[config.mk]
export PLATFORM = sky130hd
export DESIGN_NAME = seg7_scan_ctrl
export DESIGN_NICKNAME = d
export VERILOG_FILES = /design/src/rtl/seg7_scan_ctrl.sv
export SDC_FILE = /design/constraint.sdc
export NUM_CORES = 1
export LEC_CHECK = 0
export BUFFER_PORTS_ARGS = -buffer_cell sky130_fd_sc_hd__clkbuf_2
export CORE_ASPECT_RATIO = 0.6
export CORE_UTILIZATION = 49
export DETAILED_ROUTE_END_ITERATION = 10
export GPL_ROUTABILITY_DRIVEN = 0
export PLACE_DENSITY = 0.78
export SYNTH_ARGS = -nofsm -noshare
export SYNTH_HDL_FRONTEND = slang
export SYNTH_SLANG_ARGS = --single-unit
[constraint.sdc]
create_clock -name clk -period 2.6 [get_ports clk]
set_input_delay 0.13 -clock clk [delete_from_list [all_inputs] [get_ports clk]]
set_output_delay 0.13 -clock clk [all_outputs]
set_load 0.01 [all_outputs]
[src/rtl/seg7_scan_ctrl.sv]
// Time-multiplexed scan controller for a common-anode 7-segment display.
// Drives one shared decoder per digit slot; display value is double-buffered to frame boundaries.
module seg7_scan_ctrl #(
  parameter int NDIG     = 4,
  parameter int ON_CYC   = 1000,
  parameter int DEAD_CYC = 16
) (
  input  logic              clk,
  input  logic              rst,
  input  logic [4*NDIG-1:0] value,
  input  logic              load,
  input  logic              lzb_en,
  output logic [3:0]        hex,
  output logic              erase,
  output logic [NDIG-1:0]   an,
  output logic              pending,
  output logic              frame_tick
);

  localparam int MAXP = (ON_CYC > DEAD_CYC) ? ON_CYC : DEAD_CYC;
  localparam int CW   = (MAXP > 1) ? $clog2(MAXP) : 1;
  localparam int IW   = $clog2(NDIG);

  localparam logic [CW-1:0] ON_LAST   = CW'(ON_CYC - 1);
  localparam logic [CW-1:0] DEAD_LAST = (DEAD_CYC > 0) ? CW'(DEAD_CYC - 1) : '0;
  localparam logic [IW-1:0] IDX_LAST  = IW'(NDIG - 1);

  typedef enum logic [1:0] {ST_START, ST_ON, ST_DEAD} state_t;

  state_t              state_q, state_d;
  logic [IW-1:0]       idx_q, idx_d, idx_nxt;
  logic [CW-1:0]       cnt_q, cnt_d;
  logic [4*NDIG-1:0]   stage_q, stage_d;
  logic [4*NDIG-1:0]   disp_q, disp_d;
  logic                pending_q, pending_d;
  logic                tick_q, tick_d;
  logic [NDIG-1:0]     an_q, an_d;
  logic [3:0]          hex_q, hex_d;
  logic                erase_q, erase_d;
  logic                boundary;
  logic [NDIG-1:0]     blank;
  logic                upper_zero;
  logic [NDIG-1:0]     an_sel;
  logic [3:0]          hex_sel;
  logic                blank_sel;

  assign idx_nxt = (idx_q == IDX_LAST) ? '0 : idx_q + IW'(1);

  always_comb begin
    state_d  = state_q;
    idx_d    = idx_q;
    cnt_d    = cnt_q;
    boundary = 1'b0;
    case (state_q)
      ST_START: begin
        state_d  = ST_ON;
        idx_d    = '0;
        cnt_d    = '0;
        boundary = 1'b1;
      end
      ST_ON: begin
        if (cnt_q == ON_LAST) begin
          cnt_d = '0;
          if (DEAD_CYC > 0) begin
            state_d = ST_DEAD;
          end else begin
            idx_d    = idx_nxt;
            boundary = (idx_q == IDX_LAST);
          end
        end else begin
          cnt_d = cnt_q + CW'(1);
        end
      end
      ST_DEAD: begin
        if (cnt_q == DEAD_LAST) begin
          cnt_d    = '0;
          state_d  = ST_ON;
          idx_d    = idx_nxt;
          boundary = (idx_q == IDX_LAST);
        end else begin
          cnt_d = cnt_q + CW'(1);
        end
      end
      default: state_d = ST_START;
    endcase
  end

  // A load on the boundary cycle lands in stage while disp takes the old stage.
  always_comb begin
    stage_d   = load ? value : stage_q;
    disp_d    = (boundary && pending_q) ? stage_q : disp_q;
    tick_d    = boundary && pending_q;
    pending_d = pending_q;
    if (load) begin
      pending_d = 1'b1;
    end else if (boundary) begin
      pending_d = 1'b0;
    end
  end

  // Scan from the top nibble down, tracking whether everything above is zero.
  always_comb begin
    blank      = '0;
    upper_zero = 1'b1;
    for (int unsigned j = 0; j < NDIG; j++) begin
      int unsigned i;
      i          = NDIG - 1 - j;
      upper_zero = upper_zero & (disp_q[4*i +: 4] == 4'h0);
      if (i != 0) begin
        blank[i] = lzb_en & upper_zero;
      end
    end
  end

  always_comb begin
    an_sel    = '1;
    hex_sel   = '0;
    blank_sel = 1'b0;
    for (int unsigned j = 0; j < NDIG; j++) begin
      if (idx_q == IW'(j)) begin
        an_sel[j] = 1'b0;
        hex_sel   = disp_q[4*j +: 4];
        blank_sel = blank[j];
      end
    end
  end

  always_comb begin
    an_d    = '1;
    hex_d   = '0;
    erase_d = 1'b1;
    if (state_q == ST_ON) begin
      an_d    = an_sel;
      hex_d   = hex_sel;
      erase_d = blank_sel;
    end
  end

  always_ff @(posedge clk or posedge rst) begin
    if (rst) begin
      state_q   <= ST_START;
      idx_q     <= '0;
      cnt_q     <= '0;
      stage_q   <= '0;
      disp_q    <= '0;
      pending_q <= 1'b0;
      tick_q    <= 1'b0;
      an_q      <= '1;
      hex_q     <= '0;
      erase_q   <= 1'b1;
    end else begin
      state_q   <= state_d;
      idx_q     <= idx_d;
      cnt_q     <= cnt_d;
      stage_q   <= stage_d;
      disp_q    <= disp_d;
      pending_q <= pending_d;
      tick_q    <= tick_d;
      an_q      <= an_d;
      hex_q     <= hex_d;
      erase_q   <= erase_d;
    end
  end

  assign an         = an_q;
  assign hex        = hex_q;
  assign erase      = erase_q;
  assign pending    = pending_q;
  assign frame_tick = tick_q;

endmodule

Word-level counts from Yosys, hierarchy flattened

Index checks and enable logic that the tools add are counted.

Memories: 0
Logic and storage cells: 64
Bits of input ports: 20
Bits in read-only memories: 0
Output and inout port bits: 11
Memory bits (writable): 0
Bits in latches: 0
Flip-flop bits (word level): 57

$add $sub $neg: 2
Bitwise gates (word level): 5
Multiplexer cells: 27
Divide/modulo/power cells: 0
$lt $le $gt $ge: 0
Reductions and logical operators: 11
$mul: 0
Equal/unequal tests: 9
Shift operators: 0

Operator list:

| operator                                       | number |
|---|---|
| one-hot mux 10 bit (3 select lines)            | 1 |
| two-way mux 4 bit                              | 6 |
| two-way mux 10 bit                             | 2 |
| logical NOT 4 bit                              | 3 |
| two-way mux 1 bit                              | 11 |
| adder 10 x 1 -> 10 bit, second input constant  | 1 |
| == test 10 bit, second input constant          | 1 |
| == test 10 x 4 -> 1 bit, second input constant | 1 |
| two-way mux 2 bit                              | 4 |
| == test 2 bit, second input constant           | 3 |
| one-hot mux 2 bit (3 select lines)             | 1 |
| AND 1 bit                                      | 5 |
| == test 2 x 1 -> 1 bit, second input constant  | 2 |
| logical NOT 2 bit                              | 2 |
| inequality test 2 bit, second input constant   | 2 |
| one-hot mux 2 bit (2 select lines)             | 1 |
| AND reduction 2 bit                            | 2 |
| nonzero test 2 bit                             | 2 |
| nonzero test 3 bit                             | 1 |
| adder 2 x 1 -> 2 bit, second input constant    | 1 |
| one-hot mux 1 bit (2 select lines)             | 1 |
| logical AND 1 bit                              | 1 |

Depth between registers and ports, before layout

Word-level depth: 8
Gate-level depth with buffers: 8
Depth with buffers taken out: 6

Least setup slack after synthesis

OpenSTA, ideal clock, no wires.

Kind: register -> register
From: register cnt_q[5]
To: register disp_q[0]
Clock period less this slack: 2.157 ns
Stages on the path, launching flop included: 7
Buffers on the path: 2
Slack: 0.443 ns
Arrival time: 2.032 ns
Library setup time: 0.125 ns
Data required time: 2.475 ns
Path through: dfrtp_1 > or4_4 > o41a_1 > nand2b_4 > buf_6 > buf_12 > mux2_4

Cells in the longest elaborated chain, start to end: 4

RTL lines:

| element                            | RTL line | source |
|---|---|---|
| start: declaration                 | 32       | `logic [CW-1:0] cnt_q, cnt_d;` |
| start signal: assignment           | 154      | `cnt_q <= cnt_d;` |
| == test 10 x 4 -> 1 bit            | 75       | `if (cnt_q == DEAD_LAST) begin` |
| two-way mux 1 bit                  | 75       |  |
| one-hot mux 1 bit (2 select lines) | 54       | `case (state_q)` |
| logical AND 1 bit                  | 91       | `disp_d = (boundary && pending_q) ? stage_q : disp_q;` |
| end signal: assignment             | 156      | `disp_q <= disp_d;` |
| end: declaration                   | 34       | `logic [4*NDIG-1:0] disp_q, disp_d;` |

No other way between the ends.
A chain may end at the register's enable or synchronous reset.

Worst setup path in the final report

From: register cnt_q[5]
To: register cnt_q[4]

Cells in the longest elaborated chain, start to end: 3
Elaborated cells on any way between the ends: 5
Those cells by class: 2 x eq/ne; 3 x mux

RTL lines:

| element                                                          | RTL line |
|---|---|
| == test 10 x 4 -> 1 bit / == test 10 bit (equally long branches) | 75, 62 |
| two-way mux 10 bit, on equally long branches                     | 75, 62 |
| one-hot mux 10 bit (3 select lines) (*)                          | 54 |

Every way passes the cells marked *; elsewhere a longest branch is shown, timed or not.

==> results.toml <==
[status]
status = "completed"

[setup_path]
slowest_stage = "a211oi_2"
cp_cell_sequence = "or4_4 > o31a_1 > a211oi_2 > nor3_1"
crit_type = "register to register"
cp-end-kind = "register"
worstPathMaxFanout = 8
cp.arrival_ns = 2.45
cp_data_required_time_ns = 2.79
startpoint_type = "register"
cp_slowest_stage_delay_ns = 0.61

[routing]
wl_per_cell_um = 15.5
vias = 1747
drc = 0
vias_per_cell = 5.43
drtIter0Drc = 108
routed_wl_um = 5000
drtPass1Iterations = 5
ant_nets = 0

[placement]
port_buffers = 30
pre_cts_slack_ns = 0.411
placed_cells = 304
hpwl_um = 3600

[global_routing]
antenna_found_initial = 0
overflow = 0
grt_max_degree = 27
grt_pass1_vias = 1619
grt.total_usage = 0.200
grt_pass1_wl_um = 8450

[synth]
synthTopCellsByArea = "dfrtp_1 (49%), mux2_2 (9.8%), mux2_4 (5.1%)"
yosys_warnings = 0
synth_edf_count = 0
syn-instance-count = 215
yosysTopAreaCell = "dfrtp_1"
yosys_register_bits = 57
postSynthAreaPerCell_um2 = 12.2
synthArstFlopShare = 1.00
synth-seq-area-share = 0.544
synthFlopType = "dfrtp_1"
yosys.cell_types.count = 39
yosysMostFrequentCell = "dfrtp_1"
synth_nets = 244
syn_area_um2 = 2630
yosys.area.top_type_share = 0.494
synth_commonest_cells = "dfrtp_1 (52), mux2_2 (23), nand2_1 (17)"

[clock_network]
cts_tree = "built"
post_cts_resized = 0
numCtsBuffers = 9
clock_latency_ns = 0.33
clock_path_buffers = 2
htree_num_levels = 3
clock-sinks = 57
root_buffer = "clkbuf_8"
path_clk_slew_ns = 0.07

[floorplan]
die_w_um = 96.6
start_util = 0.516
die_h_um = 58.8
core_area_um2 = 5100
num_io_pins = 31
dieArea_um2 = 5680
core.rowCount = 20

[pwr]
comb_power_share = 0.050
ir_drop_mv = 0.370
p_sw_frac = 0.213
pwr-share-seq = 0.493
pwr-share-clk = 0.457
p_int_uw = 1510
power.leakage_uw = 0.00145
power.total_uw = 1920
p_per_area_nw_per_um2 = 630
p_switching_uw = 410

[sta]
period_share = 0.868
slew_headroom = 0.579
setup_violations = 0
post-route-min-period_ns = 2.26
rsz0062_at_grt = "no"
final_max_slew_viol_count = 0
hold_violations = 0
timing_worst_slew_pin_value_ns = 0.631
setup_slack_ns = 0.343
skew_ns = 0.00594
fmax_ghz = 0.443
setup_tns_ns = 0

[finish]
final_cell_count_no_fill = 322
antenna_cells = 0
area_growth_pct = 16.0
drive_gt1_frac = 0.352
finalNetCount = 280

[flow_run]
cap_violations = 0

[worst_hold_path]
min_path_type = "input port to register"
## cells by family after synthesis
kind of cell	count (synthesis)	synth area share
muxes	32	0.150
AOI/OAI and AO/OA	34	0.0979
adders and majority gates	9	0.0428
DFF	57	0.544
buffers and inverters	22	0.0404
and+or+nand+nor	56	0.108
xor gates and xnor gates	5	0.0166
## power by group through the flow
stage | logic [µW] | clock network (µW) | registers, µW
after floorplan | 64.6 | 0 | 955
after global placement | 92.4 | 0 | 961
after detailed placement | 96.4 | 0 | 963
after CTS | 98.7 | 900 | 948
after global routing | 108 | 951 | 951
final | 95.6 | 879 | 948
## worst paths after layout
path / startpoint / to / slack, ns / depth (start not counted)
min in group asynchronous: rst / stage_q[0]$_DFFE_PP0P_ / 0.37 / 3
max: cnt_q[5]$_DFFE_PP0N_ / cnt_q[4]$_DFFE_PP0N_ / 0.34 / 4
min reg2reg: stage_q[13]$_DFFE_PP0P_ / stage_q[13]$_DFFE_PP0P_ / 0.51 / 1
max reg2reg: cnt_q[5]$_DFFE_PP0N_ / cnt_q[4]$_DFFE_PP0N_ / 0.34 / 4
min: value[12] / stage_q[12]$_DFFE_PP0P_ / 0.02 / 2
max in group asynchronous: rst / erase$_DFF_PP1_ / 1.52 / 4
## per-stage QoR
step,hold slack (ns),area (µm²),utilization
detailed placement,0.201,2820,0.553
floorplan,0.233,2630,-
CTS,0.00697,3050,0.598
global route,0.00757,3050,0.598
global placement,0.196,2820,0.553
finish,0.0231,3050,0.598
## what timing repair did
item,CTS,global route
hold buffers,2,0
setup buffers,0,0
endpoints found under the hold margin,25,0
## state kept, by name (all words and copies together) (netlist names)
register / flops
state_q: 2
idx_q: 2
pending: 1
frame_tick: 1
stage_q: 16
cnt_q: 10
an: 4
erase: 1
hex: 4
disp_q: 16
## cells in the final DEF (no fill, tap or decap), types with 3 or more instances in the layout
master	n
a211o_1	4
a21boi_0	4
a221oi_1	4
and3_1	3
clkbuf_2	30
clkbuf_8	9
clkinv_2	3
dfrtp_1	52
dfstp_2	5
ha_1	9
inv_1	12
mux2_2	23
mux2_4	9
nand2_1	17
nand3_1	4
nor2_1	10
nor2b_1	5
nor3_1	6
nor4_1	3
o21ai_0	8
xnor2_1	3
## worst max-delay path: cells and delay by family, from the launching register on
family	cells	cell delay [ns]
AO/OA/AOI/OAI	2	0.96
AND/OR/NAND/NOR	2	0.71
flip-flops	1	0.44
## cell type report
type,instances,area [µm²]
clock inverters,6,82.6
repair buffers,34,185
well taps,66,82.6
multi-input cells,136,1090
flip-flops and latches,57,1430
clock buffers,10,128
fillers,439,2050
inverters,13,48.8
## per-layer routing
metal	up-vias	share of wire	GRT usage
li1	833	-	-
met1	847	0.51	0.293
met2	61	0.42	0.265
met3	6	0.065	0.0879
met4	0	0.0092	0.0576
met5	-	0	0
Note: power is estimated with default switching activity, not from simulation.
